<file path="src/rtl/handshake_fifo_param.sv">
// Valid/ready FIFO, DEPTH x DATA_W, first-word-fall-through; push-to-valid latency 1 cycle, no bypass.
// Backpressure: ready_pre_o drops only when full (never depends on ready_post_i); flush_i blocks both sides.
module handshake_fifo_param #(
  parameter int DATA_W   = 8,
  parameter int DEPTH    = 4,
  parameter int AFULL_TH = DEPTH - 1
) (
  input  logic                       clk,
  input  logic                       reset_n,
  input  logic                       valid_pre_i,
  output logic                       ready_pre_o,
  input  logic [DATA_W-1:0]          data_i,
  output logic                       valid_post_o,
  input  logic                       ready_post_i,
  output logic [DATA_W-1:0]          data_o,
  input  logic                       flush_i,
  output logic [$clog2(DEPTH):0]     count_o,
  output logic                       almost_full_o
);

  localparam int AW = $clog2(DEPTH);
  localparam logic [AW:0] ONE     = 1;
  localparam logic [AW:0] AFULL_V = AFULL_TH[AW:0];

  logic [DATA_W-1:0] mem [DEPTH];
  logic [AW:0]       wp;
  logic [AW:0]       rp;
  logic [AW:0]       cnt;
  logic              empty;
  logic              full;
  logic              push;
  logic              pop;

  // Wrap bit distinguishes full from empty when the address bits match.
  assign empty = (wp == rp);
  assign full  = (wp[AW] != rp[AW]) && (wp[AW-1:0] == rp[AW-1:0]);

  assign ready_pre_o  = !full && !flush_i;
  assign valid_post_o = !empty && !flush_i;
  assign push         = valid_pre_i && ready_pre_o;
  assign pop          = valid_post_o && ready_post_i;

  assign data_o        = valid_post_o ? mem[rp[AW-1:0]] : '0;
  assign count_o       = cnt;
  assign almost_full_o = (cnt >= AFULL_V);

  always_ff @(posedge clk or negedge reset_n) begin
    if (!reset_n) begin
      wp  <= '0;
      rp  <= '0;
      cnt <= '0;
    end else if (flush_i) begin
      wp  <= '0;
      rp  <= '0;
      cnt <= '0;
    end else begin
      if (push) wp <= wp + ONE;
      if (pop)  rp <= rp + ONE;
      if (push && !pop)      cnt <= cnt + ONE;
      else if (pop && !push) cnt <= cnt - ONE;
    end
  end

  // Storage is deliberately left unreset; only the pointers define validity.
  always_ff @(posedge clk) begin
    if (push) mem[wp[AW-1:0]] <= data_i;
  end

endmodule

</file>
<file path="config.mk">
export PLATFORM = sky130hd
export DESIGN_NAME = handshake_fifo_param
export DESIGN_NICKNAME = d
export VERILOG_FILES = /design/src/rtl/handshake_fifo_param.sv
export SDC_FILE = /design/constraint.sdc
export NUM_CORES = 1
export LEC_CHECK = 0
export BUFFER_PORTS_ARGS = -buffer_cell sky130_fd_sc_hd__buf_2
export CAP_MARGIN = 20
export CORE_MARGIN = 4
export CORE_UTILIZATION = 40
export CTS_BUF_LIST = sky130_fd_sc_hd__clkbuf_4 sky130_fd_sc_hd__clkbuf_8 sky130_fd_sc_hd__clkbuf_16
export DETAILED_ROUTE_END_ITERATION = 6
export REMOVE_ABC_BUFFERS = 1
export SYNTH_ARGS = -nofsm -noshare
export SYNTH_HDL_FRONTEND = slang
export SYNTH_SLANG_ARGS = --single-unit
export TNS_END_PERCENT = 100
</file>
<file path="constraint.sdc">
create_clock -name clk -period 3.5 [get_ports clk]
set_clock_uncertainty 0.05 [all_clocks]
set_input_delay 0.7 -clock clk [delete_from_list [all_inputs] [get_ports clk]]
set_output_delay 0.7 -clock clk [all_outputs]
set_load 0.01 [all_outputs]
</file>
**Word-level counts from Yosys, hierarchy flattened**

Memories as Yosys holds them, arrays and structs flattened.
Index checks and enable logic that the tools add are counted.

- Add/subtract/negate cells: 4
- $mul: 0
- Divide/modulo/power cells: 0
- Magnitude comparators: 1
- Eq/ne operators: 3
- Shift-type cells: 0
- Multiplexer cells: 10
- Bitwise logic cells: 0
- Reduce and logical (&&, ||, !) cells: 15

Operators with widths:

| operator | count |
|---|---|
| 2-to-1 mux 3 bit | 7 |
| adder 3 x 1 -> 3 bit (second input constant) | 3 |
| 2-to-1 mux 8 bit | 1 |
| logical AND 1 bit | 7 |
| logical NOT 1 bit | 5 |
| nonzero test 2 bit | 2 |
| == test 3 bit | 1 |
| >= comparator 3 x 2 -> 1 bit (second input constant) | 1 |
| nonzero test 3 bit | 1 |
| subtractor 3 x 1 -> 3 bit (second input constant) | 1 |
| == test 2 bit | 1 |
| 2-to-1 mux 1 bit | 2 |
| inequality test 1 bit | 1 |

- Flip-flop bits (word level): 9
- Latch bits: 0
- RAM bits: 32
- ROM bits: 0
- Input bits: 13
- Word-level logic and storage cells: 37
- Memories kept: 1

Memory list:

| memory | words | width | rd ports | clocked after memory_dff | wr ports | RTL line | source |
|---|---|---|---|---|---|---|---|
| mem | 4 | 8 | 1 | 0 | 1 | 25 | `logic [DATA_W-1:0] mem [DEPTH];` |

**Logic depth before layout (Yosys ltp)**

- Depth after elaboration: 10
- Depth in mapped cells: 9

**Worst setup path before layout**

Ideal clock, no wire load.

- Kind: reg2reg
- From: register rp[1]
- To: register cnt[2] (netlist: count_o[2])
- Setup time: 0.079 ns
- Arrival time: 2.461 ns
- Required time: 3.371 ns
- Path slack: 0.910 ns
- Cell stages (with the launch flop): 10
- Period minus slack after synthesis: 2.590 ns
- Cell sequence: dfrtp_1 > buf_6 > xor2_2 > o311a_1 > o21a_1 > fa_1 > xnor3_1 > nor3_1 > or4_1 > mux2i_1

- Word-level cells in the longest chain between the ends: 8
- Elaborated cells between the ends (all ways): 16

Ends and longest elaborated chain:

| item | RTL line | source |
|---|---|---|
| start, declared | 27 | `logic [AW:0] rp;` |
| start signal, assigned | 58 | `if (pop) rp <= rp + ONE;` |
| == test 3 bit / == test 2 bit (equally long branches) | 35, 36 |  |
| logical NOT 1 bit / logical AND 1 bit (equally long branches) | 39, 36 |  |
| logical AND 1 bit / logical NOT 1 bit (equally long branches) | 39, 38 |  |
| logical AND 1 bit, on equally long branches | 41, 38 |  |
| logical NOT 1 bit / logical AND 1 bit (equally long branches) | 59, 40 |  |
| logical AND 1 bit / logical NOT 1 bit (equally long branches) | 59, 60 |  |
| 2-to-1 mux 3 bit / logical AND 1 bit (equally long branches) | 59, 60 |  |
| 2-to-1 mux 3 bit / nonzero test 3 bit (equally long branches) | n/a |  |
| end signal, assigned | 59 | `if (push && !pop) cnt <= cnt + ONE;` |
| end signal, assigned | 60 | `else if (pop && !push) cnt <= cnt - ONE;` |
| end, declared | 28 | `logic [AW:0] cnt;` |

Parallel ways exist; a longest one is shown, timed or not.
A chain may end at the register's enable or synchronous reset.

**Final worst setup path**

- From: register wp[0]
- To: register cnt[2] (netlist: count_o[2])

- Word-level cells in the longest chain between the ends: 8
- Elaborated cells between the ends (all ways): 16

Ends and longest elaborated chain:

| item | RTL line | source |
|---|---|---|
| start, declared | 26 | `logic [AW:0] wp;` |
| start signal, assigned | 57 | `if (push) wp <= wp + ONE;` |
| == test 3 bit / == test 2 bit (equally long branches) | 35, 36 |  |
| logical NOT 1 bit / logical AND 1 bit (equally long branches) | 39, 36 |  |
| logical AND 1 bit / logical NOT 1 bit (equally long branches) | 39, 38 |  |
| logical AND 1 bit, on equally long branches | 41, 38 |  |
| logical NOT 1 bit / logical AND 1 bit (equally long branches) | 59, 40 |  |
| logical AND 1 bit / logical NOT 1 bit (equally long branches) | 59, 60 |  |
| 2-to-1 mux 3 bit / logical AND 1 bit (equally long branches) | 59, 60 |  |
| 2-to-1 mux 3 bit / nonzero test 3 bit (equally long branches) | n/a |  |

Parallel ways exist; a longest one is shown, timed or not.

==> metrics.txt <==
# TYPE chip_impl_metric gauge
chip_impl_info{name="status",value="finished clean"} 1
chip_impl_metric{name="max_freq",unit="GHz"} 0.372
chip_impl_metric{name="htree_num_levels",unit=""} 2
chip_impl_metric{name="netlist-cell-type-count",unit=""} 30
chip_impl_metric{name="final-instance-count-excl-fill",unit=""} 219
chip_impl_metric{name="power.static_leakage",unit="uW"} 0.000935
chip_impl_metric{name="ir_worst_vdd",unit="uV"} 203
chip_impl_metric{name="cp_max_fo",unit=""} 9
chip_impl_info{name="ys_top_cells_by_count",value="sky130_fd_sc_hd__edfxtp_1 (32), sky130_fd_sc_hd__nor2_1 (12), sky130_fd_sc_hd__dfrtp_1 (9)"} 1
chip_impl_metric{name="setup_viol",unit=""} 0
chip_impl_info{name="grt_setup_unrepaired",value="false"} 1
chip_impl_metric{name="clock_sinks",unit=""} 41
chip_impl_metric{name="post-route-min-period",unit="ns"} 2.69
chip_impl_metric{name="netSwitchingPower",unit="uW"} 347
chip_impl_metric{name="finish.instance_area",unit="um^2"} 2260
chip_impl_metric{name="postCtsSetupRepairBufs",unit=""} 0
chip_impl_metric{name="pin_count_of_the_biggest_net_entering_global_routing",unit=""} 15
chip_impl_metric{name="total_via_count_after_detailed_routing",unit=""} 1092
chip_impl_metric{name="synth_xor_xnor_area_share",unit="%"} 5.92
chip_impl_metric{name="synthSimpleGateAreaFrac",unit="%"} 7.20
chip_impl_metric{name="report.final.slew_viol_count",unit=""} 0
chip_impl_metric{name="place.detailed.instances",unit=""} 211
chip_impl_info{name="critical_path.endpoint_type",value="flop"} 1
chip_impl_info{name="post-synth-top-count-cell",value="sky130_fd_sc_hd__edfxtp_1"} 1
chip_impl_metric{name="fin_setup_tns",unit="ns"} 0
chip_impl_metric{name="clk_pin_slew_worst_paths",unit="ns"} 0.08
chip_impl_metric{name="finalWirelength",unit="um"} 3460
chip_impl_info{name="setup.worst_path.start_class",value="flop"} 1
chip_impl_metric{name="fp.dieH",unit="um"} 77.7
chip_impl_metric{name="worst_skew_pair.late_latency",unit="ns"} 0.29
chip_impl_metric{name="count_of_hold_fix_buffers_inserted_at_cts",unit=""} 0
chip_impl_metric{name="detailedPlacementHpwl",unit="um"} 2390
chip_impl_metric{name="cellInternalPower",unit="uW"} 932
chip_impl_info{name="hold_path_class",value="primary input to asynchronous set/reset pin"} 1
chip_impl_metric{name="compound_gate_fraction_of_synth_area",unit="%"} 5.14
chip_impl_metric{name="share_comb_of_total_power",unit="%"} 25.4
chip_impl_metric{name="floorplan.die_area",unit="um^2"} 6040
chip_impl_metric{name="tritoncts.num_buffers",unit=""} 5
chip_impl_metric{name="std_cell_rows",unit=""} 25
chip_impl_metric{name="switching_share",unit="%"} 27.1
chip_impl_metric{name="seq_area_frac_synth",unit="%"} 61.0
chip_impl_metric{name="p_seq_share",unit="%"} 45.5
chip_impl_metric{name="slew-limit-headroom",unit="%"} 65.8
chip_impl_info{name="clock_tree.root_cell",value="sky130_fd_sc_hd__clkbuf_8"} 1
chip_impl_metric{name="grt_antenna_before_repair",unit=""} 0
chip_impl_metric{name="avgRoutedWirePerCell",unit="um"} 15.8
chip_impl_metric{name="placeableCoreArea",unit="um^2"} 4720
chip_impl_metric{name="gp_congestion",unit=""} 0.752
chip_impl_metric{name="grt.overflow.total",unit=""} 0
chip_impl_metric{name="route.antenna.remaining_nets",unit=""} 0
chip_impl_metric{name="max_slew.worst_pin.slew",unit="ns"} 0.509
chip_impl_metric{name="maxCapViolations",unit=""} 0
chip_impl_metric{name="area_growth_syn_to_layout",unit="%"} 16.2
chip_impl_metric{name="post_cts.resized_instances",unit=""} 0
chip_impl_metric{name="drtPass1Iterations",unit=""} 4
chip_impl_metric{name="powerDensity",unit="nW/um^2"} 566
chip_impl_metric{name="wire_length_of_the_first_global_routing_pass",unit="um"} 5750
chip_impl_info{name="cells_taking_the_most_area_after_synthesis",value="sky130_fd_sc_hd__edfxtp_1 (49%), sky130_fd_sc_hd__dfrtp_1 (12%), sky130_fd_sc_hd__mux4_1 (5.4%)"} 1
chip_impl_info{name="critPathKind",value="flop to flop"} 1
chip_impl_metric{name="worst_ep_arrival_time",unit="ns"} 2.85
chip_impl_metric{name="ioPinCount",unit=""} 27
chip_impl_metric{name="final_hold_viol_count",unit=""} 0
chip_impl_metric{name="grt_pass1_vias",unit=""} 1126
chip_impl_info{name="dominant_combinational_cell_family_by_area_after_synthesis",value="multiplexers"} 1
chip_impl_metric{name="synth.cell_area",unit="um^2"} 1950
chip_impl_metric{name="synth_fa_ha_area_share",unit="%"} 4.24
chip_impl_metric{name="final_net_count",unit=""} 170
chip_impl_metric{name="drive_gt1_share",unit="%"} 30.3
chip_impl_metric{name="n_antenna_cell",unit=""} 0
chip_impl_metric{name="worst_hold_slack",unit="ns"} 0.207
chip_impl_metric{name="fraction_of_registers_with_async_set_or_reset_after_synthesis",unit="%"} 22.0
chip_impl_metric{name="chipWidth",unit="um"} 77.7
chip_impl_metric{name="required",unit="ns"} 3.66
chip_impl_info{name="yosys_most_used_dff",value="sky130_fd_sc_hd__edfxtp_1"} 1
chip_impl_metric{name="initial_utilization",unit="%"} 41.2
chip_impl_info{name="cts_tree",value="done"} 1
chip_impl_metric{name="synth.top_cell.area_share",unit="%"} 49.4
chip_impl_metric{name="mean_area_per_synthesized_cell",unit="um^2"} 16.3
chip_impl_metric{name="io_buffer_count",unit=""} 26
chip_impl_metric{name="gr-usage-all-layers",unit="%"} 12.5
chip_impl_metric{name="vias_per_cell",unit=""} 4.99
chip_impl_metric{name="final_util",unit="%"} 47.9
chip_impl_metric{name="area_after_dpl",unit="um^2"} 2150
chip_impl_metric{name="yosys-mux-area-fraction",unit="%"} 13.8
chip_impl_metric{name="period_share",unit="%"} 76.8
chip_impl_metric{name="detailedRoute.firstIterationViolations",unit=""} 58
chip_impl_metric{name="clkPwrFrac",unit="%"} 29.0
chip_impl_metric{name="synth.ff_latch_count",unit=""} 41
chip_impl_metric{name="yosys_warnings",unit=""} 0
chip_impl_info{name="synth_top_area_cell",value="sky130_fd_sc_hd__edfxtp_1"} 1
chip_impl_metric{name="clock_path_buffers",unit=""} 2
chip_impl_metric{name="number_of_enable_type_register_cells_in_the_synthesized_netlist",unit=""} 32
chip_impl_metric{name="netlist_instances",unit=""} 119
chip_impl_metric{name="drc",unit=""} 0
==> critical path: stages, from the launching register on <==
cell,delay [ns]
sky130_fd_sc_hd__dfrtp_1,0.45
sky130_fd_sc_hd__xor2_2,0.25
sky130_fd_sc_hd__o311a_1,0.43
sky130_fd_sc_hd__o21a_1,0.15
sky130_fd_sc_hd__fa_1,0.41
sky130_fd_sc_hd__xnor3_1,0.22
sky130_fd_sc_hd__nor3_1,0.05
sky130_fd_sc_hd__or4_1,0.47
sky130_fd_sc_hd__mux2i_1,0.13
==> final cells by class <==
type / instances / area [um^2]
Fill cell: 420 / 2460
Sequential cell: 41 / 1190
Multi-Input combinational cell: 68 / 706
Timing Repair Buffer: 29 / 153
Tap cell: 67 / 83.8
Clock buffer: 6 / 76.3
Clock inverter: 2 / 33.8
Inverter: 6 / 22.5
==> layer usage <==
| metal | routed length [um] | global-route usage, % | part of all wire (%) | vias to the layer above |
|---|---|---|---|---|
| met4 | 38 | 3.74 | 1.1 | 0 |
| met3 | 117 | 3.25 | 3.4 | 4 |
| met1 | 1550 | 16.1 | 45 | 558 |
| li1 | - | - | - | 512 |
| met2 | 1760 | 20.5 | 51 | 18 |
| met5 | 0 | 0 | 0 | - |
==> path summary, 6_finish.rpt <==
kind / end / slack, ns / cells after the start / from
worst min register to register: count_o[2]$_DFFE_PN0P_ / 0.46 / 1 / count_o[2]$_DFFE_PN0P_
worst max register to register: count_o[2]$_DFFE_PN0P_ / 0.81 / 8 / wp[0]$_DFFE_PN0P_
worst max-delay path: count_o[2]$_DFFE_PN0P_ / 0.81 / 8 / wp[0]$_DFFE_PN0P_
min in group clk: count_o[2]$_DFFE_PN0P_ / 0.46 / 1 / count_o[2]$_DFFE_PN0P_
worst min-delay path: count_o[0]$_DFFE_PN0P_ / 0.21 / 1 / reset_n
max in group asynchronous: rp[0]$_DFFE_PN0P_ / 3.01 / 1 / reset_n
==> logic make-up (layout without fill, tap and decap cells) <==
logic type / Yosys count / count (layout)
multiplexers: 15 / 15
AND/OR/NAND/NOR: 26 / 26
adder cells (fa/ha/maj): 6 / 6
AO/OA/AOI/OAI: 12 / 12
buffers and inverters: 10 / 43
XOR/XNOR: 9 / 9
flip-flops: 41 / 41
==> stage by stage <==
step                setup slack (ns)  power, uW
floorplan                      0.789        807
global placement               0.802        913
detailed placement             0.737        921
CTS                            0.814       1290
global route                   0.690       1350
finish                         0.813       1280
==> registers in the layout, indices dropped and copies added, names as in the netlist <==
name	cells
mem	32
count_o	3
rp	3
wp	3
==> power by group through the flow <==
stage	clock, uW	combinational, uW	sequential [uW]
after floorplan	0	198	609
after global placement	0	322	591
after detailed placement	0	329	592
after CTS	379	330	582
after global routing	401	361	587
final	371	326	582
==> layout by cell type (no fill, tap or decap), types with 3 or more instances in the layout <==
master,n
sky130_fd_sc_hd__and2_1,4
sky130_fd_sc_hd__buf_4,3
sky130_fd_sc_hd__edfxtp_1,32
sky130_fd_sc_hd__nor2_1,12
sky130_fd_sc_hd__mux4_1,4
sky130_fd_sc_hd__clkbuf_8,5
sky130_fd_sc_hd__mux2i_1,5
sky130_fd_sc_hd__buf_2,26
sky130_fd_sc_hd__ha_1,5
sky130_fd_sc_hd__and2b_1,6
sky130_fd_sc_hd__inv_1,6
sky130_fd_sc_hd__dfrtp_1,9
sky130_fd_sc_hd__xor2_1,3
sky130_fd_sc_hd__xor2_2,3
sky130_fd_sc_hd__mux4_2,4
sky130_fd_sc_hd__o31ai_1,4
Note: power is estimated with default switching activity, not from simulation.
